[config.mk]
export PLATFORM = sky130hd
export DESIGN_NAME = maxpool2d_2x2_stride2_flat
export DESIGN_NICKNAME = d
export VERILOG_FILES = /design/src/rtl/maxpool2d_2x2_stride2_if.sv /design/src/rtl/maxpool2d_2x2_stride2.sv /design/src/flat_wrapper.sv
export SDC_FILE = /design/constraint.sdc
export NUM_CORES = 2
export LEC_CHECK = 0
export BUFFER_PORTS_ARGS = -buffer_cell sky130_fd_sc_hd__buf_4
export CAP_MARGIN = 30
export CORE_MARGIN = 4
export CORE_UTILIZATION = 29
export CTS_CLUSTER_SIZE = 25
export DETAILED_ROUTE_END_ITERATION = 12
export GPL_TIMING_DRIVEN = 1
export PLACE_DENSITY = 0.5
export SYNTH_ARGS = -nofsm -noshare
export SYNTH_HDL_FRONTEND = slang
export SYNTH_SLANG_ARGS = --single-unit
[constraint.sdc]
create_clock -name clk -period 10.2 [get_ports clk]
set_clock_uncertainty 0.1 [all_clocks]
set_input_delay 1.02 -clock clk [delete_from_list [all_inputs] [get_ports clk]]
set_output_delay 1.02 -clock clk [all_outputs]
set_load 0.02 [all_outputs]
[src/rtl/maxpool2d_2x2_stride2_if.sv]
// rtl/maxpool2d_2x2_stride2_if.sv - pixel stream in/out bundle for the 2x2 max-pool block
interface maxpool2d_2x2_stride2_if #(
    parameter int DATA_WIDHT = 32
);
    logic [DATA_WIDHT-1:0] Data_In;
    logic                  Valid_In;
    logic [DATA_WIDHT-1:0] Data_Out;
    logic                  Valid_Out;
    logic                  Frame_Done;

    // Pooling block side: consumes the raster stream, produces pooled pixels
    modport slave (
        input  Data_In,
        input  Valid_In,
        output Data_Out,
        output Valid_Out,
        output Frame_Done
    );

    // Upstream/downstream side: drives the raster stream, observes pooled pixels
    modport master (
        output Data_In,
        output Valid_In,
        input  Data_Out,
        input  Valid_Out,
        input  Frame_Done
    );
endinterface

[src/rtl/maxpool2d_2x2_stride2.sv]
// rtl/maxpool2d_2x2_stride2.sv - streaming 2x2 stride-2 max-pool on IEEE-754 single pixels
module maxpool2d_2x2_stride2 #(
    parameter int DATA_WIDHT = 32,
    parameter int IMG_WIDTH  = 218,
    parameter int IMG_HEIGHT = 218
) (
    input  logic                           clk,
    input  logic                           rst,
    maxpool2d_2x2_stride2_if.slave         pix
);

    localparam int HALF_W   = IMG_WIDTH / 2;
    localparam int HALF_H   = IMG_HEIGHT / 2;
    localparam int CW       = (IMG_WIDTH  > 1) ? $clog2(IMG_WIDTH)  : 1;
    localparam int RW       = (IMG_HEIGHT > 1) ? $clog2(IMG_HEIGHT) : 1;
    // A single-entry buffer is padded to two so the index is never zero-width
    localparam int LBW      = (HALF_W > 1) ? $clog2(HALF_W) : 1;
    localparam int LB_DEPTH = (HALF_W > 1) ? HALF_W : 2;
    localparam bit ODD_W    = (IMG_WIDTH  % 2) != 0;
    localparam bit ODD_H    = (IMG_HEIGHT % 2) != 0;

    localparam logic [CW-1:0] LAST_COL      = CW'(IMG_WIDTH - 1);
    localparam logic [RW-1:0] LAST_ROW      = RW'(IMG_HEIGHT - 1);
    localparam logic [CW-1:0] LAST_PAIR_COL = CW'(2 * HALF_W - 1);
    localparam logic [RW-1:0] LAST_PAIR_ROW = RW'(2 * HALF_H - 1);

    // Map a float onto an unsigned key whose integer order equals float order (-0 < +0)
    function automatic logic [DATA_WIDHT-1:0] pool_key(input logic [DATA_WIDHT-1:0] x);
        return x[DATA_WIDHT-1] ? ~x : (x ^ {1'b1, {(DATA_WIDHT-1){1'b0}}});
    endfunction

    // Later pixel wins only when strictly larger, so ties keep the earlier pixel
    function automatic logic [DATA_WIDHT-1:0] pool_max(input logic [DATA_WIDHT-1:0] earlier,
                                                       input logic [DATA_WIDHT-1:0] later);
        return (pool_key(later) > pool_key(earlier)) ? later : earlier;
    endfunction

    logic [CW-1:0]         col_q, col_d;
    logic [RW-1:0]         row_q, row_d;
    logic [DATA_WIDHT-1:0] pair_q, pair_d;
    logic [DATA_WIDHT-1:0] data_out_q, data_out_d;
    logic                  valid_out_q, valid_out_d;
    logic                  frame_done_q, frame_done_d;

    logic [DATA_WIDHT-1:0] linebuf_q [LB_DEPTH];
    logic                  lb_we;
    logic [LBW-1:0]        lb_idx;
    logic [DATA_WIDHT-1:0] pair_max;

    assign lb_idx   = LBW'(col_q >> 1);
    assign pair_max = pool_max(pair_q, pix.Data_In);

    // Raster counters, horizontal pairing, line-buffer write and output selection
    always_comb begin
        col_d        = col_q;
        row_d        = row_q;
        pair_d       = pair_q;
        data_out_d   = data_out_q;
        valid_out_d  = 1'b0;
        frame_done_d = 1'b0;
        lb_we        = 1'b0;

        if (pix.Valid_In) begin
            if (col_q == LAST_COL) begin
                col_d = '0;
                row_d = (row_q == LAST_ROW) ? '0 : row_q + RW'(1);
            end else begin
                col_d = col_q + CW'(1);
            end

            if (!col_q[0]) begin
                // Trailing column of an odd-width row has no partner
                if (!(ODD_W && col_q == LAST_COL)) begin
                    pair_d = pix.Data_In;
                end
            end else if (!row_q[0]) begin
                // Trailing row of an odd-height frame has no partner
                if (!(ODD_H && row_q == LAST_ROW)) begin
                    lb_we = 1'b1;
                end
            end else begin
                data_out_d   = pool_max(linebuf_q[lb_idx], pair_max);
                valid_out_d  = 1'b1;
                frame_done_d = (col_q == LAST_PAIR_COL) && (row_q == LAST_PAIR_ROW);
            end
        end
    end

    // State and output registers, cleared asynchronously
    always_ff @(posedge clk or posedge rst) begin
        if (rst) begin
            col_q        <= '0;
            row_q        <= '0;
            pair_q       <= '0;
            data_out_q   <= '0;
            valid_out_q  <= 1'b0;
            frame_done_q <= 1'b0;
        end else begin
            col_q        <= col_d;
            row_q        <= row_d;
            pair_q       <= pair_d;
            data_out_q   <= data_out_d;
            valid_out_q  <= valid_out_d;
            frame_done_q <= frame_done_d;
        end
    end

    // Half-width line buffer of even-row pair maxima; contents survive reset
    always_ff @(posedge clk) begin
        if (lb_we) begin
            linebuf_q[lb_idx] <= pair_max;
        end
    end

    assign pix.Data_Out   = data_out_q;
    assign pix.Valid_Out  = valid_out_q;
    assign pix.Frame_Done = frame_done_q;

endmodule

[src/flat_wrapper.sv]
// flat-port wrapper written by rule: the top's interface ports become plain ports
module maxpool2d_2x2_stride2_flat 
#(
    parameter int DATA_WIDHT = 32,
    parameter int IMG_WIDTH  = 218,
    parameter int IMG_HEIGHT = 218
)
  (clk, rst, pix_Data_In, pix_Valid_In, pix_Data_Out, pix_Valid_Out, pix_Frame_Done);
  maxpool2d_2x2_stride2_if #(.DATA_WIDHT(DATA_WIDHT)) pix_i ();
  input  logic clk;
  input  logic rst;
  input wire logic [$bits(pix_i.Data_In)-1:0] pix_Data_In;
  input wire logic [$bits(pix_i.Valid_In)-1:0] pix_Valid_In;
  output wire logic [$bits(pix_i.Data_Out)-1:0] pix_Data_Out;
  output wire logic [$bits(pix_i.Valid_Out)-1:0] pix_Valid_Out;
  output wire logic [$bits(pix_i.Frame_Done)-1:0] pix_Frame_Done;
  assign pix_i.Data_In = pix_Data_In;
  assign pix_i.Valid_In = pix_Valid_In;
  assign pix_Data_Out = pix_i.Data_Out;
  assign pix_Valid_Out = pix_i.Valid_Out;
  assign pix_Frame_Done = pix_i.Frame_Done;
  maxpool2d_2x2_stride2 #(.DATA_WIDHT(DATA_WIDHT), .IMG_WIDTH(IMG_WIDTH), .IMG_HEIGHT(IMG_HEIGHT)) u_core (.clk(clk), .rst(rst), .pix(pix_i));
endmodule
Word-level counts from Yosys, hierarchy flattened
Memory sizes are Yosys's and may differ from the RTL's.
Index checks and enable logic that the tools add are counted.
- register bits: 82
- bits in writable memories: 3488
- input port bits: 35
- output and inout port bits: 34
- word-level logic and storage cells: 45
- memories: 1
- add/sub/neg operators: 2
- magnitude comparators: 2
- equality and inequality tests: 2
- multiplexer cells: 19
- bitwise logic cells: 9
- reductions and logical operators: 4
- memory list (name ; depth ; width ; read ports ; clocked after memory_dff ; wr ports ; line ; RTL):
    u_core.linebuf_q ; 109 ; 32 ; 1 ; 0 ; 1 ; maxpool2d_2x2_stride2.sv:45 ; logic [DATA_WIDHT-1:0] linebuf_q [LB_DEPTH];
- operator list (kind ; count):
    $mux 32 ; 6
    $not 32->32 ; 4
    $gt 32x32->1 ; 2
    $add 8x1->8 const B ; 2
    $eq 8x8->1 const B ; 2
    $mux 8 ; 2
    $mux 1 ; 11
    $not 1->1 ; 5
    $reduce_and 2->1 ; 2
    $reduce_and 3->1 ; 1
    $logic_and 1x1->1 ; 1

Longest topological paths before layout
- word-level depth: 8
- depth in mapped cells: 22
- mapped depth without buffers: 18

Least setup slack after synthesis
Ideal clock, no wire load.
- path type: input -> register
- from: input pix_Data_In[31]
- to: register u_core.data_out_q[30], in the netlist u_core.pix.Data_Out[30]
- setup time: 146 ps
- arrival: 6920 ps
- required time: 9954 ps
- slack: 3035 ps
- stages: 19
- buffers on the path: 3
- cell sequence: clkbuf_1 buf_1 xor2_1 ha_1 nand4_1 nor4_2 nand2_1 a22o_1 o21ai_0 nand2_1 xnor2_1 ha_1 nand4_1 nor4_1 nand2_1 or3_1 nand3_1 clkbuf_1 o221ai_1
- longest elaborated chain between the ends: 8
- elaborated cells between the ends (all ways): 10
- those cells by class: 2 x order compare; 4 x mux; 4 x bitwise
- RTL lines (what ; line ; RTL):
    start: declaration ; flat_wrapper.sv:12 ; input wire logic [$bits(pix_i.Data_In)-1:0] pix_Data_In;
    $not 1->1 (no source line) or $not 32->32 (tied branches) ; n/a ;
    $mux 32 * ; maxpool2d_2x2_stride2.sv:29 ; return x[DATA_WIDHT-1] ? ~x : (x ^ {1'b1, {(DATA_WIDHT-1){1'b0}}});
    $gt 32x32->1 * ; maxpool2d_2x2_stride2.sv:35 ; return (pool_key(later) > pool_key(earlier)) ? later : earlier;
    $mux 32 * ; maxpool2d_2x2_stride2.sv:35 ;
    named net u_core.pair_max[20] ; maxpool2d_2x2_stride2.sv:48 ; logic [DATA_WIDHT-1:0] pair_max;
    $not 32->32 ; maxpool2d_2x2_stride2.sv:29 ;
    $mux 32 * ; maxpool2d_2x2_stride2.sv:29 ;
    $gt 32x32->1 * ; maxpool2d_2x2_stride2.sv:35 ;
    $mux 32 * ; maxpool2d_2x2_stride2.sv:35 ;
    end signal: assignment ; maxpool2d_2x2_stride2.sv:102 ; data_out_q <= data_out_d;
    end: declaration ; maxpool2d_2x2_stride2.sv:41 ; logic [DATA_WIDHT-1:0] data_out_q, data_out_d;
The timed path passes the listed nets; every way through them passes the cells marked *.
A chain may end at the register's enable or synchronous reset.

Worst setup path after layout
- from: register u_core.pair_q[31]
- to: register u_core.data_out_q[18], in the netlist u_core.pix.Data_Out[18]
- longest elaborated chain between the ends: 8
- elaborated cells between the ends (all ways): 10
- those cells by class: 2 x order compare; 4 x mux; 4 x bitwise
- RTL lines (what ; line ; RTL):
    start: declaration ; maxpool2d_2x2_stride2.sv:40 ; logic [DATA_WIDHT-1:0] pair_q, pair_d;
    start signal: assignment ; maxpool2d_2x2_stride2.sv:101 ; pair_q <= pair_d;
    $not 1->1 (no source line) or $not 32->32 (tied branches) ; n/a ;
    $mux 32 ; maxpool2d_2x2_stride2.sv:29 ;
    $gt 32x32->1 ; maxpool2d_2x2_stride2.sv:35 ;
    $mux 32 * ; maxpool2d_2x2_stride2.sv:35 ;
    $not 32->32 or $not 1->1 (tied branches) ; n/a ;
    $mux 32 ; maxpool2d_2x2_stride2.sv:29 ;
    $gt 32x32->1 ; maxpool2d_2x2_stride2.sv:35 ;
    $mux 32 * ; maxpool2d_2x2_stride2.sv:35 ;
Mark *: on every way between the ends. The rest lies on a longest branch, timed or not.

==> key figures <==
Critical path
  • Critical path, cell by cell: buf_4 > xnor2_1 > ha_1 > nand4_1 > nor4_1 > nand2_1 > a22oi_4 > nand2_2 > mux2_8 > clkinv_1 > xnor2_1 > ha_1 > nand4_1 > nor4_1 > nand2_1 > nand2b_1 > a221oi_2 > o21ai_2 > buf_8 > o221ai_1
  • CP endpoint kind: register
  • Critical Path AT: roughly 8.7 ns
  • CP max FO: 64
  • Worst path buffer plus inverter count: 3
  • Register-to-register setup slack: 2.17 ns
  • RR Startpoint: u_core.pair_q[31]$_DFFE_PP0P_
  • Max stage delay on crit path: about 0.84 ns
  • Startpoint Class: register
  • CP max-delay cell: mux2_8
  • End of the critical path: u_core.pix.Data_Out[18]$_DFFE_PP0P_
  • Critical path data required time: about 11 ns
  • R2R Path End: u_core.pix.Data_Out[18]$_DFFE_PP0P_
  • Kind of critical path: register to register
  • R2r worst-path depth: 20
  • Crit path depth: 20
  • Cell family with most CP delay: simple AND/OR/NAND/NOR gates
  • Crit path from: u_core.pair_q[31]$_DFFE_PP0P_

GRT
  • Number of global-route vias before repair: ~81000
  • Gr ovfl total: 0
  • Largest net degree at the start of global routing: 98
  • First-pass GRT wire length: between 600 and 700 mm
  • GR Util All Layers: 0.192
  • Initial antenna violation count: 50

Floorplanning
  • Die ar.: slightly below 0.5 mm^2
  • Die X: 705 um
  • Initial Util: 0.292
  • Core ar.: between 0.4 and 0.5 mm^2
  • Row cnt: 255
  • Height of the die: around 710 um
  • Io pins: 69

Yosys
  • Largest family of logic cells by synthesized area: compound AO/OA/AOI/OAI gates
  • XOR/XNOR Fraction of Synth Area: 0.00783
  • Synth cell types: 87
  • Synthesis warning total: 0
  • Synth Register Bits: between 3000 and 4000
  • Simple-gate share of the synthesized area: 0.0264
  • Number of synthesized flops with an enable pin: around 3500
  • Synth Area in Compound Gates: 0.0970
  • Synthesized netlist cell count: around 8000
  • Post-synth top area cell: edfxtp_1
  • Ys flop type: edfxtp_1
  • Multiplexer share of the synthesized area: 0.0847
  • Mapped Nets: about 8100
  • Syn Area/Cell: 17.6 um^2
  • Synth Area in Adders: 0.00604
  • Seq/Total Area, Yosys: 0.758
  • Synth top area cells: edfxtp_1, mux2i_1, mux2_2
  • Area share of the largest cell type after synthesis: 0.743
  • Post-synth ARST share: 0.0230
  • Synth Cell Area: 0.141 mm^2

Detailed routing
  • Total wire length: around 500 mm
  • TritonRoute pass-1 iters: 8
  • Antenna-violating nets left: 0
  • DRC viols: 0
  • Starting DRT DRC Count: around 11000
  • Vias per std cell: between 5 and 6
  • Routed WL per cell: 32.8 um
  • Vias: 82383

Worst hold path
  • Worst hold path type: input port to register

Final layout
  • Most frequent cells in the layout: edfxtp_1, mux2i_1, buf_4
  • Layout cells sized above 1: 0.203
  • NumNets Final: roughly 8400
  • Area delta synth->final: 16.2%
  • Commonest non-fill, non-tap cell in the layout: edfxtp_1

Placement
  • Final HPWL DP: around 300 mm
  • Post-place setup slack: between 1.5 and 2 ns
  • GPL Wtd Cong: around 0.9
  • Port Buffers: 68

STA
  • Fmax: 125 MHz
  • Fin. Hold Viols: 0
  • Worst relative slew slack: 0.257
  • Tcrit/Tclk final: 0.787
  • Final setup violation count: 0
  • Slew @ Worst Pin: 1.11 ns
  • Final Worst Setup Slack: roughly 2.2 ns
  • Final worst path period need: approximately 8.0 ns
  • Slew Limit Fails: 0
  • Setup_tns: 0 ns
  • RSZ-0062 raised after global routing: no

Clocking
  • Post-CTS Setup Inserts: 0
  • Post-cts hold buffer count: 1
  • Clock Path Buffers: 4
  • Clk_lat worst skew: between 0.9 and 1 ns
  • Post-cts repair resize count: 0
  • H-tree depth: 5
  • Inserted Clock Buffers: approximately 380
  • Clock root buffer: clkbuf_16
  • CTS tree: yes
  • Clk sink count: roughly 3600
  • Clk slew on worst S/H paths: 0.06 ns

Outcome
  • Outcome: finished clean

Pwr
  • Worst IR drop on VDD: about 0.00021 V
  • Pleak: between 50 and 60 nW
  • Power Density: a little under 300 mW/mm^2

Job
  • Number of max-cap violations: 0
==> area by class of cell <==
cell class	count	area [um^2]
fill	45953	320000
timing repair buffer	483	4140
multi-input combinational	3846	32400
clock inverter	212	1910
inverter	41	244
sequential	3570	107000
clock buffer	483	10100
antenna	24	60.1
tap	6425	8040
==> where the power goes <==
part | leakage (nW) | switching [mW] | internal [mW] | total [mW]
Clock | 5.85 | 5.82 | 7.74 | 13.6
Sequential | 32.4 | 0.188 | 18.0 | 18.1
Combinational | 13.4 | 12.2 | 4.82 | 17.0
Total | 51.6 | 18.2 | 30.5 | 48.7
==> metrics by stage <==
step	cell area, um^2	hold slack [ns]	utilization	cells	power, mW
global route	164000	0.177	0.339	15067	50.2
global placement	151000	0.372	0.313	14321	34.9
finish	164000	0.204	0.339	15084	48.7
CTS	164000	0.131	0.338	15046	48.7
detailed placement	151000	0.374	0.313	14350	35.2
floorplan	141000	0.345	-	8007	27.4
==> cell usage after synthesis (all sizes together), types with 9 or more instances <==
master,instances
a2111oi,12
a211oi,49
a21oi,406
a221o,169
a221oi,343
a22o,57
a22oi,178
a311oi,19
a31oi,50
a41oi,11
and2,15
and3,23
buf,343
clkbuf,207
dfrtp,82
edfxtp,3488
ha,68
inv,38
mux2,391
mux2i,480
mux4,121
nand2,297
nand2b,11
nand3,44
nand3b,16
nand4,39
nor2,219
nor2b,13
nor3,29
nor3b,9
nor4,23
o2111ai,33
o211a,23
o211ai,63
o21a,13
o21ai,259
o221ai,28
o22ai,43
o2bb2ai,48
o311ai,14
o31ai,19
xnor2,66
xor2,60
==> metal layers <==
layer	global-route usage	up-vias	routed length [um]
li1	-	33522	-
met1	0.256	44325	202000
met2	0.309	3774	232000
met3	0.0361	748	39800
met4	0.0754	14	21300
met5	0	-	459
==> kinds of logic after synthesis <==
| logic type | after synthesis |
|---|---|
| muxes | 992 |
| xor gates and xnor gates | 126 |
| DFF | 3570 |
| AOI/OAI and AO/OA | 1884 |
| and+or+nand+nor | 776 |
| adders and majority gates | 68 |
| buffers and inverters | 591 |
==> worst min path at each step <==
stage / start / end / slack (ns) / depth (start not counted)
5_1_grt: pix_Data_In[12] / u_core.pair_q[12]$_DFFE_PP0P_ / 0.18 / 2
2_1_floorplan: u_core.row_q[7]$_DFFE_PP0P_ / u_core.row_q[7]$_DFFE_PP0P_ / 0.34 / 1
3_3_place_gp: u_core.row_q[6]$_DFFE_PP0P_ / u_core.row_q[6]$_DFFE_PP0P_ / 0.37 / 1
4_1_cts: pix_Data_In[10] / u_core.pair_q[10]$_DFFE_PP0P_ / 0.13 / 2
3_5_place_dp: u_core.row_q[6]$_DFFE_PP0P_ / u_core.row_q[6]$_DFFE_PP0P_ / 0.37 / 1
6_report: pix_Data_In[13] / u_core.pair_q[13]$_DFFE_PP0P_ / 0.20 / 2
==> flip-flops by register name, summed over array words and instances, names as in the netlist <==
signal	cells
u_core.pix.Frame_Done	1
u_core.linebuf_q	3488
u_core.pix.Valid_Out	1
u_core.col_q	8
u_core.pair_q	32
u_core.pix.Data_Out	32
u_core.row_q	8
Note: power is estimated with default switching activity, not from simulation.
